`src/rtl/mem_req_arb_2to1.sv`:
```
// mem_req_arb_2to1
// Shares one single-ported memory between two val/rdy requesters: port 0
// (instruction fetch) and port 1 (data). Requests are granted round-robin.
// The owner of each outstanding request goes into a small ID FIFO, and the
// in-order memory responses are routed back to the port named at its head.
//
// Optional build feature: define MEM_REQ_ARB_STATS_EN to add the grant and
// full-stall statistics counters (stat_grant0, stat_grant1, stat_full_cycles).
// Without the macro those ports are absent and the port list ends at err_resp.

module mem_req_arb_2to1 #(
    parameter int p_req_msg_sz      = 67,
    parameter int p_resp_msg_sz     = 35,
    parameter int p_max_outstanding = 4
) (
    input  logic                     clk,
    input  logic                     reset,

    input  logic                     req0_val,
    output logic                     req0_rdy,
    input  logic [p_req_msg_sz-1:0]  req0_msg,
    output logic                     resp0_val,
    input  logic                     resp0_rdy,
    output logic [p_resp_msg_sz-1:0] resp0_msg,

    input  logic                     req1_val,
    output logic                     req1_rdy,
    input  logic [p_req_msg_sz-1:0]  req1_msg,
    output logic                     resp1_val,
    input  logic                     resp1_rdy,
    output logic [p_resp_msg_sz-1:0] resp1_msg,

    output logic                     memreq_val,
    input  logic                     memreq_rdy,
    output logic [p_req_msg_sz-1:0]  memreq_msg,
    input  logic                     memresp_val,
    output logic                     memresp_rdy,
    input  logic [p_resp_msg_sz-1:0] memresp_msg,

    output logic                     err_resp
`ifdef MEM_REQ_ARB_STATS_EN
    ,
    output logic [31:0]              stat_grant0,
    output logic [31:0]              stat_grant1,
    output logic [31:0]              stat_full_cycles
`endif
);

    localparam int PTR_W = $clog2(p_max_outstanding);
    localparam logic [PTR_W:0] CNT_FULL = (PTR_W + 1)'(p_max_outstanding);

    // Arbitration state: prio names the port that wins a tie next cycle.
    logic                         prio;

    // Owner ID of every outstanding request, oldest at head_ptr.
    logic [p_max_outstanding-1:0] id_fifo;
    logic [PTR_W-1:0]             head_ptr;
    logic [PTR_W-1:0]             tail_ptr;
    logic [PTR_W:0]               count;

    logic full;
    logic empty;
    logic any_req;
    logic grant;
    logic head_id;
    logic memreq_fire;
    logic memresp_fire;

    // Full/empty come from the registered count only, so a response popping
    // in the same cycle never lets an extra request in.
    assign full    = (count == CNT_FULL);
    assign empty   = (count == '0);
    assign any_req = req0_val | req1_val;

    // Round-robin grant: the favoured port wins if it asks, otherwise the
    // other port. With nobody asking the grant defaults to port 0.
    always_comb begin
        grant = 1'b0;
        if (prio) begin
            if (req1_val) begin
                grant = 1'b1;
            end else begin
                grant = 1'b0;
            end
        end else begin
            if (req0_val) begin
                grant = 1'b0;
            end else if (req1_val) begin
                grant = 1'b1;
            end
        end
    end

    // Request side: forward the granted port, only the granted port sees rdy.
    assign memreq_val  = any_req & ~full;
    assign memreq_msg  = grant ? req1_msg : req0_msg;
    assign req0_rdy    = memreq_rdy & ~full & ~grant;
    assign req1_rdy    = memreq_rdy & ~full &  grant;
    assign memreq_fire = memreq_val & memreq_rdy;

    // Response side: the head ID decides which port the response belongs to,
    // and only that port's rdy can accept it.
    assign head_id      = id_fifo[head_ptr];
    assign resp0_val    = memresp_val & ~empty & ~head_id;
    assign resp1_val    = memresp_val & ~empty &  head_id;
    assign resp0_msg    = memresp_msg;
    assign resp1_msg    = memresp_msg;
    assign memresp_rdy  = ~empty & (head_id ? resp1_rdy : resp0_rdy);
    assign memresp_fire = memresp_val & memresp_rdy;

    // Control state: pointers, occupancy, round-robin priority, sticky error.
    always_ff @(posedge clk) begin
        if (reset) begin
            prio     <= 1'b0;
            head_ptr <= '0;
            tail_ptr <= '0;
            count    <= '0;
            err_resp <= 1'b0;
        end else begin
            if (memreq_fire) begin
                tail_ptr <= tail_ptr + PTR_W'(1);
                prio     <= ~grant;
            end
            if (memresp_fire) begin
                head_ptr <= head_ptr + PTR_W'(1);
            end
            case ({memreq_fire, memresp_fire})
                2'b10:   count <= count + (PTR_W + 1)'(1);
                2'b01:   count <= count - (PTR_W + 1)'(1);
                default: count <= count;
            endcase
            // A response with nothing outstanding means the memory is out of
            // step with the arbiter; remember it until the next reset.
            if (memresp_val && empty) begin
                err_resp <= 1'b1;
            end
        end
    end

    // ID storage is plain data: entries are only read while count says valid.
    always_ff @(posedge clk) begin
        if (memreq_fire) begin
            id_fifo[tail_ptr] <= grant;
        end
    end

`ifdef MEM_REQ_ARB_STATS_EN
    // Statistics: per-port grant totals and cycles stalled by a full FIFO.
    always_ff @(posedge clk) begin
        if (reset) begin
            stat_grant0      <= '0;
            stat_grant1      <= '0;
            stat_full_cycles <= '0;
        end else begin
            if (memreq_fire && !grant) begin
                stat_grant0 <= stat_grant0 + 32'd1;
            end
            if (memreq_fire && grant) begin
                stat_grant1 <= stat_grant1 + 32'd1;
            end
            if (full && any_req) begin
                stat_full_cycles <= stat_full_cycles + 32'd1;
            end
        end
    end
`endif

endmodule
```
`config.mk`:
```
export PLATFORM = sky130hd
export DESIGN_NAME = mem_req_arb_2to1
export DESIGN_NICKNAME = d
export VERILOG_FILES = /design/src/rtl/mem_req_arb_2to1.sv
export SDC_FILE = /design/constraint.sdc
export NUM_CORES = 1
export LEC_CHECK = 0
export ABC_CLOCK_PERIOD_IN_PS = 3800
export CAP_MARGIN = 20
export CORE_AREA = 2 2 126 128
export CTS_BUF_LIST = sky130_fd_sc_hd__clkbuf_8
export CTS_CLUSTER_SIZE = 14
export DETAILED_ROUTE_END_ITERATION = 7
export DIE_AREA = 0 0 128 130
export GPL_TIMING_DRIVEN = 0
export PLACE_DENSITY = 0.5
export SLEW_MARGIN = 10
export SYNTH_ARGS = -nofsm -noshare
export SYNTH_HDL_FRONTEND = slang
export SYNTH_SLANG_ARGS = --single-unit
```
`constraint.sdc`:
```
create_clock -name clk -period 3.8 [get_ports clk]
set_input_delay 0.57 -clock clk [delete_from_list [all_inputs] [get_ports clk]]
set_output_delay 0.57 -clock clk [all_outputs]
set_load 0.01 [all_outputs]
```
==> results of run 1 <==
-- layout by cell type (no fill, tap or decap), types with 2 or more instances in the layout --
cell type	instances
buf_4	71
a31oi_1	2
nor2_1	14
clkbuf_8	3
inv_1	9
xor2_1	2
and2_1	5
dfxtp_1	9
mux2i_1	4
buf_2	6
a21oi_1	4
edfxtp_1	4
ha_1	5
nor3_1	2
clkdlybuf4s50_1	284
mux2_2	69
-- layout make-up --
type | instances | area share (%)
Timing Repair Buffer | 284 | 54.68
Multi-Input combinational cell | 121 | 22.26
Buffer | 79 | 11.12
Sequential cell | 13 | 5.776
Tap cell | 192 | 4.621
Clock buffer | 3 | 0.7942
Inverter | 9 | 0.6498
Clock inverter | 1 | 0.09627
-- cell families after synthesis --
| family | after synthesis | synth area share (%) |
|---|---|---|
| buffers and inverters | 88 | 29.56 |
| multiplexers | 75 | 40.75 |
| AND/OR/NAND/NOR | 27 | 6.832 |
| flip-flops | 13 | 14.51 |
| AO/OA/AOI/OAI | 10 | 3.083 |
| adder cells (fa/ha/maj) | 6 | 3.990 |
| XOR/XNOR | 3 | 1.270 |
-- power by group --
| group | internal, mW | switching, mW | total, mW |
|---|---|---|---|
| clock | 0.0725 | 0.0563 | 0.129 |
| combinational | 0.451 | 0.223 | 0.674 |
| sequential | 0.159 | 0.0151 | 0.175 |
-- path summary, 6_finish.rpt --
path	from	to	slack, ns
max	req0_val	memreq_msg[52]	0.42
max reg2reg	count[2]	count[2]	1.31
min	err_resp	err_resp	0.49
min reg2reg	err_resp	err_resp	0.49
-- through the flow --
| step | hold WS [ns] | util, % | power [mW] | cells |
|---|---|---|---|---|
| 6_report | 0.4906 | 33.70 | 0.9777 | 702 |
| 5_1_grt | 0.5290 | 33.70 | 1.042 | 702 |
| 4_1_cts | 0.4823 | 33.70 | 0.9919 | 702 |
| 3_5_place_dp | 0.4647 | 33.40 | 0.8573 | 698 |
| 3_3_place_gp | 0.4543 | 33.40 | 0.8558 | 698 |
| 2_1_floorplan | 0.4921 | - | 0.4564 | 222 |
-- worst max-delay path: stages --
cell	delay, ns
clkdlybuf4s50_1	0.50
inv_1	0.06
o21ai_2	0.28
buf_2	0.31
buf_4	0.23
mux2_2	0.34
clkdlybuf4s50_1	0.50
-- Yosys cell counts, drive strengths merged (2+ instances only) --
cell type / n
ha: 5
a31oi: 2
nor2: 14
and2: 5
mux2i: 4
a21oi: 4
dfxtp: 9
buf: 78
o21ai: 2
inv: 9
edfxtp: 4
mux2: 71
nor3: 2
xor2: 2
-- flip-flops by register name, summed over array words and instances, names as in the netlist --
signal / count
prio: 1
head_ptr: 2
count: 3
id_fifo: 4
err_resp: 1
tail_ptr: 2
-- metal layers --
metal	vias up	global-route usage, %	routed length, um
met5	-	0	0
met4	0	1.034	44
li1	1259	-	-
met3	4	3.239	875
met2	133	21.48	5952
met1	1121	12.17	3672
==> results.sh, run 1 <==
export IMPL_outcome="finished, final reports clean"
export IMPL_hold_buffers=0
export IMPL_core_region_area_mm2=0.01542
export IMPL_synth_seq_cells=13
export IMPL_start_kind="primary input"
export IMPL_synthFlopType="dfxtp_1"
export IMPL_cap_violations=0
export IMPL_gp_congestion=0.7495
export IMPL_die_w_um=128
export IMPL_ys_async_sr_fraction_pct=0
export IMPL_drt_first_pass_iters=4
export IMPL_cts_buffers=3
export IMPL_nNetsFinal=694
export IMPL_cts_resized=0
export IMPL_tightestPinTransition_ns=0.4943
export IMPL_grtUsageTotal_pct=11.00
export IMPL_grt_overflow=0
export IMPL_root_buffer="clkbuf_8"
export IMPL_syn_nets=405
export IMPL_rows=46
export IMPL_yosysSeqAreaShare_pct=14.51
export IMPL_synth_edff_count=4
export IMPL_critPathRequiredTime_ns=3.23
export IMPL_ios=321
export IMPL_critPathKind="in -> out"
export IMPL_detail_route_antenna_nets=0
export IMPL_skew_ns=0.001716
export IMPL_yosys_warnings=0
export IMPL_max_freq_mhz=296.3
export IMPL_final_hold_violation_count=0
export IMPL_synth_cell_types=30
export IMPL_max_clock_path_buffers=2
export IMPL_fillCellCount=1608
export IMPL_syn_inst=222
export IMPL_relSlewSlack_pct=67.05
export IMPL_yosys_top_cells_area="mux2_2 (38%), buf_4 (26%), dfxtp_1 (8.7%)"
export IMPL_dieArea_mm2=0.01664
export IMPL_antenna_cells=0
export IMPL_rr_worst_depth=10
export IMPL_grt_pass1_vias=2476
export IMPL_end_kind="output port"
export IMPL_synth_top_cell_area_share_pct=37.55
export IMPL_drc_errors=0
export IMPL_seq_area_um2=300.3
export IMPL_arrival_ns=2.81
export IMPL_design_area_mm2=0.005199
export IMPL_maxSlewViolCount=0
export IMPL_irDropWorstVdd_mv=0.08477
export IMPL_multi_input_area_mm2=0.001157
export IMPL_p_leak_nw=2.088
export IMPL_cts_sinks=13
export IMPL_antenna_found_initial=0
export IMPL_fin_crit_sh_pct=88.83
export IMPL_syn_cell_area_mm2=0.002069
export IMPL_placed_area_mm2=0.005152
export IMPL_viasPerCell=3.585
export IMPL_portBuffers=284
export IMPL_setup_viol=0
export IMPL_rsz0062_at_grt="no"
export IMPL_drt_iter0_markers=81
export IMPL_postCtsSetupBuffers=0
export IMPL_setup_tns_ns=0
export IMPL_die_h_um=130
export IMPL_grt_max_degree=11
export IMPL_hold_class="reg -> reg"
export IMPL_cts_tree="built"
export IMPL_synth_top_cell_by_area="mux2_2"
export IMPL_syn_area_per_cell_um2=9.322
export IMPL_setup_slack_ns=0.4246
export IMPL_grt_pass1_wl_mm=14.01
export IMPL_num_vias=2517
export IMPL_dpl_hpwl_mm=9.743
export IMPL_routed_wl_mm=10.55
export IMPL_hold_depth=2
export IMPL_clk_latency_ns=0.24
export IMPL_powerDensity_mw_per_mm2=188.1
export IMPL_initial_utilization_pct=13.42
export IMPL_syn_to_final_growth_pct=151.2
export IMPL_dp_slack_ns=0.3266
export IMPL_final_layout_size_suffix_gt1_share_pct=30.39
export IMPL_cts_htree_levels=1
export IMPL_routedWlPerCell_um=15.02
export IMPL_cp_max_fo=10
export IMPL_clkSlewWorstSetupHoldPaths_ns=0.06
export IMPL_post_route_min_period_ns=3.375
(Power assumes the default switching activity.)
==> inputs of run 2 (changes only) <==
--- a/config.mk
+++ b/config.mk
@@ -16,2 +16,3 @@
 export PLACE_DENSITY = 0.5
+export SETUP_SLACK_MARGIN = 0.5
 export SLEW_MARGIN = 10
--- a/constraint.sdc
+++ b/constraint.sdc
@@ -3,2 +3,2 @@
 set_output_delay 0.57 -clock clk [all_outputs]
-set_load 0.01 [all_outputs]
+set_load 0.005 [all_outputs]
==> run 2 against run 1 <==
Net effect: first-iteration DRC count decreased by 1.2%; wire length grew 0.31%; clock-buffer cell count unchanged; setup slack gained 0.17 ns; via count rose by 0.32%; total power is 4.1% lower; sequential cell count did not move; hold slack is essentially flat; critical endpoint unchanged; largest cell class unchanged; highest routed layer unchanged; core utilization grew 0.19 points.
==> results.sh, run 2 (synthesis results as in run 1) <==
export IMPL_clkSlewWorstSetupHoldPaths_ns=0.06
export IMPL_tightestPinTransition_ns=0.4931
export IMPL_hold_class="reg -> reg"
export IMPL_rsz0062_at_grt="yes"
export IMPL_setup_viol=0
export IMPL_core_region_area_mm2=0.01542
export IMPL_cts_buffers=3
export IMPL_combPwrFrac_pct=67.7
export IMPL_critPathKind="in -> out"
export IMPL_fin_crit_sh_pct=84.36
export IMPL_irDropWorstVdd_mv=0.08475
export IMPL_detail_route_antenna_nets=0
export IMPL_final_hold_violation_count=0
export IMPL_skew_ns=0.002025
export IMPL_clkPwrFrac_pct=13.7
export IMPL_root_buffer="clkbuf_8"
export IMPL_critPathRequiredTime_ns=3.23
export IMPL_hold_ws_ns=0.4905
export IMPL_antenna_found_initial=0
export IMPL_cp_max_fo=10
export IMPL_p_sw_mw=0.2529
export IMPL_cts_sinks=13
export IMPL_mostFrequentLayoutCell="clkdlybuf4s50_1"
export IMPL_drt_first_pass_iters=4
export IMPL_portBuffers=284
export IMPL_start_kind="primary input"
export IMPL_rows=46
export IMPL_powerDensity_mw_per_mm2=179.4
export IMPL_max_stage_delay_ns=0.50
export IMPL_viasPerCell=3.592
export IMPL_max_freq_mhz=311.9
export IMPL_grtUsageTotal_pct=11.01
export IMPL_grt_pass1_wl_mm=14.02
export IMPL_clk_latency_ns=0.24
export IMPL_slowest_stage="clkdlybuf4s50_1"
export IMPL_gp_congestion=0.7495
export IMPL_p_seq_share_pct=18.6
export IMPL_outcome="finished, final reports clean"
export IMPL_p_leak_nw=2.100
export IMPL_dp_slack_ns=0.3565
export IMPL_switching_share_pct=26.96
export IMPL_ios=321
export IMPL_drc_errors=0
export IMPL_r2r_setup_slack_ns=1.31
export IMPL_initial_utilization_pct=13.42
export IMPL_routed_wl_mm=10.58
export IMPL_die_h_um=130
export IMPL_cap_violations=0
export IMPL_die_w_um=128
export IMPL_antenna_cells=0
export IMPL_grt_overflow=0
export IMPL_routedWlPerCell_um=15.05
export IMPL_grt_pass1_vias=2476
export IMPL_syn_to_final_growth_pct=152.7
export IMPL_max_clock_path_buffers=2
export IMPL_drt_iter0_markers=80
export IMPL_grt_max_degree=11
export IMPL_arrival_ns=2.64
export IMPL_relSlewSlack_pct=67.13
export IMPL_final_cell_mix="clkdlybuf4s50_1 (284), buf_4 (72), mux2_2 (69), nor2_1 (14)"
export IMPL_setup_tns_ns=0
export IMPL_dieArea_mm2=0.01664
export IMPL_num_vias=2525
export IMPL_p_int_mw=0.6852
export IMPL_fillCellCount=1605
export IMPL_crit_chain="clkdlybuf4s50_1 -> inv_1 -> o21ai_4 -> buf_4 -> buf_4 -> mux2_2 -> clkdlybuf4s50_1"
export IMPL_post_route_min_period_ns=3.206
export IMPL_seq_area_um2=300.3
export IMPL_setup_slack_ns=0.5942
export IMPL_multi_input_area_mm2=0.001165
export IMPL_final_layout_size_suffix_gt1_share_pct=30.53
export IMPL_nNetsFinal=695
export IMPL_maxSlewViolCount=0
export IMPL_end_kind="output port"
export IMPL_top_regs="id_fifo (4), count (3)"
export IMPL_cts_htree_levels=1
export IMPL_largest_reg_flops=4
export IMPL_final_util_pct=33.90
export IMPL_dpl_hpwl_mm=9.743
export IMPL_regMostFlops="id_fifo"
export IMPL_cts_tree="built"
## run 2: cell types whose count changed in the layout (fill, tap and decap cells not counted)
cell and change:
buf_12 +1, buf_2 -1, buf_4 +1, o21ai_2 -1, o21ai_4 +1
## run 2: worst paths after layout
check | start | endpoint | cells after the start
max | req0_val | memreq_msg[52] | 7
min | err_resp | err_resp | 2
max reg2reg | count[2] | count[2] | 10
min reg2reg | err_resp | err_resp | 2
## run 2: worst max-delay path, delay by kind of cell
| kind | cells | cell delay, ns |
|---|---|---|
| AO/OA/AOI/OAI | 1 | 0.23 |
| buffers and inverters | 5 | 1.49 |
| multiplexers | 1 | 0.34 |
## run 2: what timing repair did
item	in CTS	in global routing
cloned	0	0
hold buffers	0	0
setup buffers	0	1
pin swaps	0	1
gates resized for setup	2	0
endpoints found under the setup margin	9	9
## run 2: final cells by class
cell class / instances / share of cell area (%)
multi-input combinational: 121 / 22.28
inverter: 9 / 0.6461
tap: 192 / 4.594
sequential: 13 / 5.743
clock buffer: 3 / 0.7897
buffer: 79 / 11.10
timing repair buffer: 285 / 54.75
clock inverter: 1 / 0.09572
## run 2: per-stage QoR
step | area [um2] | instances | power [mW]
floorplan | 2069 | 222 | 0.4100
finish | 5229 | 703 | 0.9381
global route | 5229 | 703 | 1.003
CTS | 5209 | 702 | 0.9495
global placement | 5152 | 698 | 0.8117
detailed placement | 5152 | 698 | 0.8132
## run 2: power groups by stage
stage          Clock (mW)  Sequential, mW  Combinational (mW)
3_5_place_dp            0           0.178               0.636
5_1_grt             0.141           0.178               0.685
4_1_cts             0.133           0.175               0.642
2_1_floorplan           0           0.175               0.235
6_report            0.129           0.175               0.635
3_3_place_gp            0           0.177               0.635
## run 2: routing by layer
layer	vias to the layer above	global-route usage [%]	wire length [um]
li1	1260	-	-
met1	1128	12.20	3682
met2	133	21.48	5979
met3	4	3.239	872
met4	0	1.034	44
met5	-	0	0
==> inputs of run 3 (changes only) <==
ABC_CLOCK_PERIOD_IN_PS = 2850   (was 3800)
PLACE_DENSITY = 0.52   (was 0.5)
clock period = 2.85 ns   (was 3.8 ns; I/O delays follow)
==> run 3 against run 2 <==
Net effect: clock skew grew 0.0033 ns; via count grew 5.0%; cell count grew 3.3%; setup slack lost 0.097 ns; die area is the same; wire length grew 4.3%; register-to-register slack lost 0.81 ns; hold slack lost 0.019 ns; non-clock buffer count grew 23; critical endpoint is now count[2]; highest routed layer unchanged.
==> results.sh, run 3 (synthesis results as in run 1) <==
export IMPL_outcome="finished, final reports clean"
export IMPL_cts_buffers=3
export IMPL_fin_crit_sh_pct=82.56
export IMPL_nNetsFinal=718
export IMPL_hold_start="err_resp"
export IMPL_core_region_area_mm2=0.01542
export IMPL_hold_class="reg -> reg"
export IMPL_start_kind="flip-flop"
export IMPL_arrival_ns=2.52
export IMPL_drt_first_pass_iters=4
export IMPL_relSlewSlack_pct=67.78
export IMPL_root_buffer="clkbuf_8"
export IMPL_r2r_setup_slack_ns=0.50
export IMPL_portBuffers=284
export IMPL_stdcell_count=726
export IMPL_fillCellCount=1600
export IMPL_skew_ns=0.005355
export IMPL_setup_slack_ns=0.4970
export IMPL_irDropWorstVdd_mv=0.1179
export IMPL_cap_violations=0
export IMPL_critPathRequiredTime_ns=3.01
export IMPL_grt_overflow=0
export IMPL_seq_area_um2=309.0
export IMPL_setup_viol=0
export IMPL_setup_tns_ns=0
export IMPL_regMostFlops="id_fifo"
export IMPL_routed_wl_mm=11.03
export IMPL_grt_pass1_wl_mm=15.13
export IMPL_max_freq_mhz=425.0
export IMPL_num_vias=2652
export IMPL_maxSlewViolCount=0
export IMPL_largest_reg_flops=4
export IMPL_drt_iter0_markers=46
export IMPL_hold_depth=2
export IMPL_drc_errors=0
export IMPL_antenna_found_initial=0
export IMPL_post_route_min_period_ns=2.353
export IMPL_routedWlPerCell_um=15.19
export IMPL_die_w_um=128
export IMPL_cp_startpoint="count[0]"
export IMPL_r2r_end="count[2]"
export IMPL_end_kind="flip-flop"
export IMPL_tightestPinTransition_ns=0.4833
export IMPL_cts_tree="built"
export IMPL_final_hold_violation_count=0
export IMPL_die_h_um=130
export IMPL_initial_utilization_pct=13.42
export IMPL_clkSlewWorstSetupHoldPaths_ns=0.06
export IMPL_design_area_mm2=0.005449
export IMPL_cts_htree_levels=1
export IMPL_dieArea_mm2=0.01664
export IMPL_gp_congestion=0.7772
export IMPL_syn_to_final_growth_pct=163.3
export IMPL_viasPerCell=3.653
export IMPL_timing_rr_start="count[0]"
export IMPL_grt_pass1_vias=2721
export IMPL_endpoint="count[2]"
export IMPL_final_cell_mix="clkdlybuf4s50_1 (214), buf_4 (89), mux2_2 (68), dlygate4sd2_1 (60), nor2_1 (13)"
export IMPL_critPathKind="reg -> reg"
export IMPL_clk_latency_ns=0.24
export IMPL_rows=46
export IMPL_p_leak_nw=2.339
export IMPL_mostFrequentLayoutCell="clkdlybuf4s50_1"
export IMPL_max_clock_path_buffers=2
export IMPL_dp_cells=698
export IMPL_grt_max_degree=11
export IMPL_multi_input_area_mm2=0.001187
export IMPL_rr_worst_depth=10
export IMPL_detail_route_antenna_nets=0
export IMPL_cts_sinks=13
export IMPL_placed_area_mm2=0.005152
export IMPL_top_regs="id_fifo (4), count (3)"
export IMPL_ios=321
export IMPL_cp_max_fo=7
export IMPL_final_layout_size_suffix_gt1_share_pct=36.14
export IMPL_finalPower_mw=1.253
export IMPL_dpl_hpwl_mm=9.952
export IMPL_grtUsageTotal_pct=11.67
export IMPL_powerDensity_mw_per_mm2=229.9
export IMPL_antenna_cells=0
export IMPL_rsz0062_at_grt="yes"
export IMPL_dp_slack_ns=-0.3347
## run 3: critical path: stages, from the launching register on
cell and delay, ns:
dfxtp_4 0.36, or3b_4 0.41, and3b_1 0.19, buf_6 0.13, inv_1 0.05, ha_2 0.17, inv_1 0.06, fa_2 0.33
xor2_1 0.15, or3_1 0.31, a21oi_1 0.12
## run 3: repair_timing
item	CTS	global route
pin swaps	3	3
resized for setup	113	9
buffers inserted	19	5
endpoints found under the setup margin	71	39
hold endpoints to repair	0	0
hold buffers	0	0
## run 3: stage by stage
stage | hold WS, ns | util [%]
6_report | 0.4718 | 35.33
5_1_grt | 0.5005 | 35.33
4_1_cts | 0.4755 | 34.85
3_5_place_dp | 0.4585 | 33.40
3_3_place_gp | 0.4603 | 33.40
2_1_floorplan | 0.4604 | -
## run 3: layout make-up
| cell class | instances | area share (%) |
|---|---|---|
| plain buffers | 79 | 11.78 |
| clock buffers | 3 | 0.7577 |
| clock inverters | 1 | 0.06889 |
| inverters | 9 | 0.6889 |
| multi-input cells | 121 | 21.79 |
| flip-flops and latches | 13 | 5.672 |
| well taps | 192 | 4.409 |
| repair buffers | 308 | 54.83 |
## run 3: metal layers
| metal | wire, um | share of wire (%) | vias to the layer above | track usage, % |
|---|---|---|---|---|
| met1 | 3544 | 32 | 1205 | 11.76 |
| met5 | 0 | 0 | - | 0 |
| li1 | - | - | 1307 | - |
| met4 | 81 | 0.73 | 0 | 1.164 |
| met2 | 6426 | 58 | 134 | 23.97 |
| met3 | 976 | 8.8 | 6 | 3.772 |
## run 3: how the worst min path moves through the flow
stage / endpoint / slack, ns
6_report: err_resp / 0.47
2_1_floorplan: err_resp / 0.46
5_1_grt: err_resp / 0.50
4_1_cts: err_resp / 0.48
3_5_place_dp: err_resp / 0.46
3_3_place_gp: err_resp / 0.46
## run 3: power by group
group	switching, mW	internal [mW]	total (mW)
combinational	0.258	0.601	0.859
clock	0.0635	0.0948	0.158
sequential	0.0208	0.215	0.235
total	0.342	0.910	1.25
